File: config.mk
export PLATFORM = sky130hd
export DESIGN_NAME = vga_text_fb_ctrl
export DESIGN_NICKNAME = d
export VERILOG_FILES = /design/src/rtl/vga_text_fb_ctrl.sv
export SDC_FILE = /design/constraint.sdc
export NUM_CORES = 1
export LEC_CHECK = 0
export ABC_CLOCK_PERIOD_IN_PS = 3800
export BUFFER_PORTS_ARGS = -buffer_cell sky130_fd_sc_hd__buf_4
export CAP_MARGIN = 10
export CORE_MARGIN = 4
export CORE_UTILIZATION = 47
export CTS_BUF_LIST = sky130_fd_sc_hd__clkbuf_4
export DETAILED_ROUTE_END_ITERATION = 16
export GPL_ROUTABILITY_DRIVEN = 0
export GPL_TIMING_DRIVEN = 1
export PLACE_DENSITY = 0.91
export SKIP_LAST_GASP = 1
export SLEW_MARGIN = 20
export SYNTH_ARGS = -nofsm -noshare
export SYNTH_HDL_FRONTEND = slang
export SYNTH_SLANG_ARGS = --single-unit
File: constraint.sdc
create_clock -name clk -period 3.8 [get_ports clk]
set_input_delay 0.76 -clock clk [delete_from_list [all_inputs] [get_ports clk]]
set_output_delay 0.76 -clock clk [all_outputs]
set_load 0.05 [all_outputs]
File: src/rtl/vga_text_fb_ctrl.sv
// vga_text_fb_ctrl: shares frame-buffer port A between CPU accesses and a clear/scroll engine
module vga_text_fb_ctrl #(
  parameter int COL_WORDS = 40,
  parameter int ROWS      = 30,
  parameter int ADDR_W    = 11
) (
  input  logic              clk,
  input  logic              reset,
  input  logic              cmd_valid,
  input  logic [1:0]        cmd_op,
  input  logic [31:0]       cmd_fill,
  output logic              cmd_ready,
  output logic              busy,
  output logic              done,
  input  logic              cpu_en,
  input  logic [3:0]        cpu_we,
  input  logic [ADDR_W-1:0] cpu_addr,
  input  logic [31:0]       cpu_wdata,
  output logic [31:0]       cpu_rdata,
  output logic              cpu_ready,
  output logic              fb_en,
  output logic [3:0]        fb_we,
  output logic [ADDR_W-1:0] fb_addr,
  output logic [31:0]       fb_wdata,
  input  logic [31:0]       fb_rdata
);
  typedef enum logic [2:0] {IDLE, CLR, SCR_RD, SCR_WR, SCR_FILL} state_t;
  localparam logic [ADDR_W-1:0] LAST     = ADDR_W'(ROWS * COL_WORDS - 1);
  localparam logic [ADDR_W-1:0] SCR_LAST = ADDR_W'((ROWS - 1) * COL_WORDS - 1);
  localparam logic [ADDR_W-1:0] ROW      = ADDR_W'(COL_WORDS);
  state_t state, state_n;
  logic [ADDR_W-1:0] ptr, ptr_n;
  logic [31:0] fill;
  logic done_q, idle, accept;
  assign idle      = state == IDLE;
  assign accept    = reset && idle && cmd_valid;
  assign cmd_ready = reset && idle;
  assign cpu_ready = reset && idle;
  assign busy      = reset && !idle;
  assign done      = reset && done_q;
  assign cpu_rdata = fb_rdata;
  always_comb begin
    state_n  = state;
    ptr_n    = ptr;
    fb_en    = 1'b0;
    fb_we    = 4'h0;
    fb_addr  = ptr;
    fb_wdata = fill;
    case (state)
      IDLE: begin
        fb_en    = cpu_en;
        fb_we    = cpu_we;
        fb_addr  = cpu_addr;
        fb_wdata = cpu_wdata;
        if (cmd_valid) begin
          ptr_n   = '0;
          state_n = cmd_op == 2'b01 ? CLR : cmd_op == 2'b10 ? SCR_RD : IDLE;
        end
      end
      CLR, SCR_FILL: begin
        fb_en   = 1'b1;
        fb_we   = 4'hF;
        ptr_n   = ptr + 1'b1;
        state_n = ptr == LAST ? IDLE : state;
      end
      SCR_RD: begin
        fb_en   = 1'b1;
        fb_addr = ptr + ROW;
        state_n = SCR_WR;
      end
      SCR_WR: begin
        fb_en    = 1'b1;
        fb_we    = 4'hF;
        fb_wdata = fb_rdata;
        ptr_n    = ptr + 1'b1;
        state_n  = ptr == SCR_LAST ? SCR_FILL : SCR_RD;
      end
      default: state_n = IDLE;
    endcase
    // an asserted reset must never let a write reach the memory
    if (!reset) begin
      fb_en = 1'b0;
      fb_we = 4'h0;
    end
  end
  always_ff @(posedge clk) begin
    if (!reset) begin
      state  <= IDLE;
      ptr    <= '0;
      done_q <= 1'b0;
    end else begin
      state  <= state_n;
      ptr    <= ptr_n;
      done_q <= (!idle && state_n == IDLE) || (accept && cmd_op[0] == cmd_op[1]);
      if (accept) fill <= cmd_fill;
    end
  end
endmodule

* Yosys cells after proc, flatten, opt, wreduce, memory -nomap -nowiden *
Cells that the tools add are included.

storage, ports and cells
  bits in registers = 47
  input port bits = 117
  output and inout port bits = 84
  logic and storage cells = 46

cells by class
  add/sub/neg operators = 2
  equality and inequality tests = 10
  mux-type cells = 14
  reduce and logical (&&, ||, !) cells = 16

operators with widths
  cell                                           count
  one-hot mux 32 bit (2 select lines)            1
  one-hot mux 11 bit (2 select lines)            2
  == test 11 bit, second input constant          2
  one-hot mux 3 bit (4 select lines)             1
  adder 11 x 1 -> 11 bit, second input constant  1
  adder 11 x 6 -> 11 bit, second input constant  1
  two-way mux 11 bit                             1
  two-way mux 3 bit                              3
  one-hot mux 4 bit (2 select lines)             1
  == test 3 x 2 -> 1 bit, second input constant  2
  logical AND 1 bit                              6
  zero test 3 bit                                2
  two-way mux 2 bit                              2
  two-way mux 4 bit                              1
  AND reduction 2 bit                            2
  OR reduction 4 bit                             1
  == test 3 x 1 -> 1 bit, second input constant  1
  == test 3 bit, second input constant           1
  OR reduction 3 bit                             1
  == test 2 x 1 -> 1 bit, second input constant  1
  == test 2 bit, second input constant           1
  != test 2 bit, second input constant           1
  one-hot mux 1 bit (2 select lines)             1
  nonzero test 2 bit                             1
  5 further kinds                                5

* Depth between registers and ports, before layout *
  depth in word-level cells = 8
  gate-level depth with buffers = 7
  depth with buffers taken out = 6

* Worst setup path before layout *
No wires, ideal clock.

  kind = flip-flop to output port
  start point = register state[1]
  end point = output fb_addr[3]
  arrival time = 2.115 ns
  data required time = 3.040 ns
  path slack = 0.925 ns
  stages on the path, launching flop included = 5
  buffers on the path = 2
  cells stage by stage = dfxtp_1 > clkbuf_1 > buf_1 > o21ai_0 > o21ai_0

on the way
  longest elaborated chain between the ends = 2
  elaborated cells on any way between the ends = 3
  classes of those cells = 1 x eq/ne; 1 x mux; 1 x reduce/logical

ends and longest elaborated chain
  item                                                              line  RTL
  start, declared                                                   31    state_t state, state_n;
  start signal, assigned                                            92    state <= state_n;
  == test 3 x 2 -> 1 bit / zero test 3 bit (equally long branches)  49    case (state)
  one-hot mux 11 bit (2 select lines) *                             49
  end, declared                                                     23    output logic [ADDR_W-1:0] fb_addr,

Every way passes the cells marked *; elsewhere a longest branch is shown, timed or not.

* Worst setup path after layout *
  start point = register state[2]
  end point = output fb_wdata[25]

on the way
  longest elaborated chain between the ends = 2
  elaborated cells on any way between the ends = 3
  classes of those cells = 1 x eq/ne; 1 x mux; 1 x reduce/logical

ends and longest elaborated chain
  item                                                              line  RTL
  == test 3 x 2 -> 1 bit / zero test 3 bit (equally long branches)  49
  one-hot mux 32 bit (2 select lines) *                             49
  end, declared                                                     24    output logic [31:0] fb_wdata,

Marks and branches as above.

==> results by group <==
Run status
  • Outcome: completed

Worst setup path
  • Top Family by Delay on Critical Path: simple AND/OR/NAND/NOR gates
  • Max stage delay on crit path: 0.64 ns
  • CP Class: flop to output pin
  • Worst EP required: 3.04 ns
  • CP arrival: 2.25 ns
  • Crit-path max FO: 27
  • Crit path launch type: flop
  • Buf/Inv on CP: 2
  • Critical Path, Cell by Cell: and3b_1, nor2_2, buf_4, nand2_1, nand2_1, buf_4
  • Critical path's slowest cell: dfxtp_1
  • Critical path capture point type: output pin

CTS
  • Worst-Skew Late Latency: 0.35 ns
  • CTS tree: done
  • Clock Pin Slew Worst Setup and Hold Paths: 0.13 ns
  • # H-tree levels: 2
  • Count of cells resized by post-cts repair: 0
  • CTS max path bufs: 2
  • CTS Buf Count: 5
  • Hold_buf cts: 0
  • CTS root buf: clkbuf_4
  • Setup Buffers After CTS: 0
  • Total clock sinks: 47

STA
  • Fmax: 0.332 GHz
  • Fin crit share: 79.2%
  • Worst setup margin: 0.792 ns
  • Endpoints failing hold: 0
  • Fin Clk Skew: 0.0174 ns
  • RSZ-0062 raised after global routing: false
  • Hold WS: 0.530 ns
  • Slew HR: 41.6%
  • Setup-failing EPs final: 0
  • Minimum clock period: 3.01 ns
  • Slew @ Worst Pin: 0.872 ns
  • Setup TNS: 0 ns
  • Slew Viols, Final: 0

Drt
  • Wire length per cell: 16.8 um
  • DRT Wirelength: 9.69 mm
  • DR vias/cell: 5.42
  • DRC violations left: 0
  • First-pass DRT Iterations: 4
  • Routed Antenna Nets: 0
  • DRT iter0 DRCs: 187
  • Vias: 3,116

Yosys
  • Async SR Flop Fraction: 0%
  • Post-Synthesis Cells: 343
  • Post-synth top flop: edfxtp_1
  • Syn Area/Cell: 8.70 um^2
  • Post-synth EDFFs: 32
  • Yosys cell types: 43
  • Post-Syn Nets: 465
  • #FFs+latches synth: 47
  • Synth area leader: edfxtp_1
  • Share of the synthesized area in the top cell type: 32.2%
  • Sequential area share after synthesis: 42.3%
  • Top cells by area, synth: edfxtp_1, dfxtp_1, nand2_1, buf_4, a22oi_1
  • Most instantiated library cell after synthesis: nand2_1
  • Synthesized area: 2980 um^2
  • Commonest cells in the netlist: nand2_1, buf_4, a22oi_1, edfxtp_1, a21oi_1
  • YS warnings: 0

Power and ir drop
  • PD cells: 359 nW/um^2
  • PnR Total Power: 1.55 mW
  • Static leakage: 2.05 nW
  • Peak supply drop: 219 uV

Floorplan
  • I/O pins: 201
  • Die Ht: 87.7 um
  • Initial Utilization: 49.5%
  • Die Wd: 87.7 um
  • Core area: 6030 um^2
  • Die area: 7690 um^2
  • Rows: 28

Global routing
  • Antenna violations before repair: 0
  • Vias in the first global route: 2,864
  • GRT overflow: 0
  • Largest net degree at the start of global routing: 34
  • GR Util All Layers: 23.8%
  • Wire length of the first global-routing pass: 14.3 mm

Final layout
  • Final core occ: 71.8%
  • FF/Latch Area: 1260 um^2
  • P&R area growth vs syn: 44.9%
  • Layout Cells excl Fill: 575
  • Ant. Diodes: 0
  • Fillers: 465
  • Area of the multi-input gates: 1340 um^2
  • Design Area, Final: 4330 um^2
  • Share of cells above drive strength 1: 44.0%
  • NumNets Final: 621

Place
  • DP Cell Count: 567
  • Port bufs: 200
  • Post-DP HPWL: 7.89 mm
  • Area of placed instances: 4270 um^2
  • Pre-CTS setup slack: 1.19 ns

Job
  • Max-cap viol count: 0

Hold path
  • Hold WC Path Type: flop to flop
[cells by family (layout without fill, tap and decap cells)]
| kind of cell | Yosys count | after routing | synth area share (%) |
|---|---|---|---|
| simple gates | 120 | 120 | 18.2 |
| fa+ha+maj | 5 | 5 | 2.10 |
| buf+inv | 65 | 222 | 13.1 |
| compound gates | 101 | 101 | 22.6 |
| mux | 5 | 5 | 1.80 |
| flops | 47 | 47 | 42.3 |
[sequential cells by signal, indices dropped and copies added, names as in the netlist]
register,count
ptr,11
fill,32
state,3
done_q,1
[cell usage in the layout, fill, tap and decap left out, types with 5 or more instances in the layout]
cell,Yosys,routed
a22oi_1,32,32
nor2_1,11,10
nand2_1,80,80
clkbuf_4,0,5
and3_1,5,5
dfxtp_1,15,15
buf_4,33,206
o21ai_0,9,9
o21bai_1,6,6
a311oi_1,5,5
a31oi_1,5,5
inv_1,8,8
ha_1,5,5
a21oi_1,29,29
edfxtp_1,32,32
[worst reg2reg max path: stages (launching register included)]
cell	delay, ns
dfxtp_1	0.33
buf_4	0.22
nor3_4	0.27
buf_4	0.20
and3_1	0.16
buf_4	0.36
[area by class of cell]
class | count | share of cell area [%]
Sequential cell | 47 | 29.2
Inverter | 8 | 0.694
Multi-Input combinational cell | 231 | 31.0
Clock inverter | 3 | 0.347
Tap cell | 75 | 2.17
Clock buffer | 5 | 0.868
Timing Repair Buffer | 206 | 35.8
[path summary, 6_finish.rpt]
kind	start	to	slack (ns)	cells after the start
setup reg to reg	state[1]	fill[18]	1.92	5
setup / recovery	state[2]	fb_wdata[25]	0.79	6
hold / removal	ptr[10]	ptr[10]	0.53	1
hold reg to reg	ptr[10]	ptr[10]	0.53	1
[per-layer routing]
metal / wire length [um] / track usage [%]
met3: 825 / 4.80
met2: 4940 / 41.8
met1: 3630 / 29.1
met4: 290 / 7.53
met5: 0 / 0
[where the power goes]
part	switching [mW]	internal [mW]	leakage (nW)
sequential	0.0101	0.571	0.419
clock	0.152	0.0681	0.0263
combinational	0.500	0.252	1.60
No activity file was read; power rests on OpenSTA's default activity.
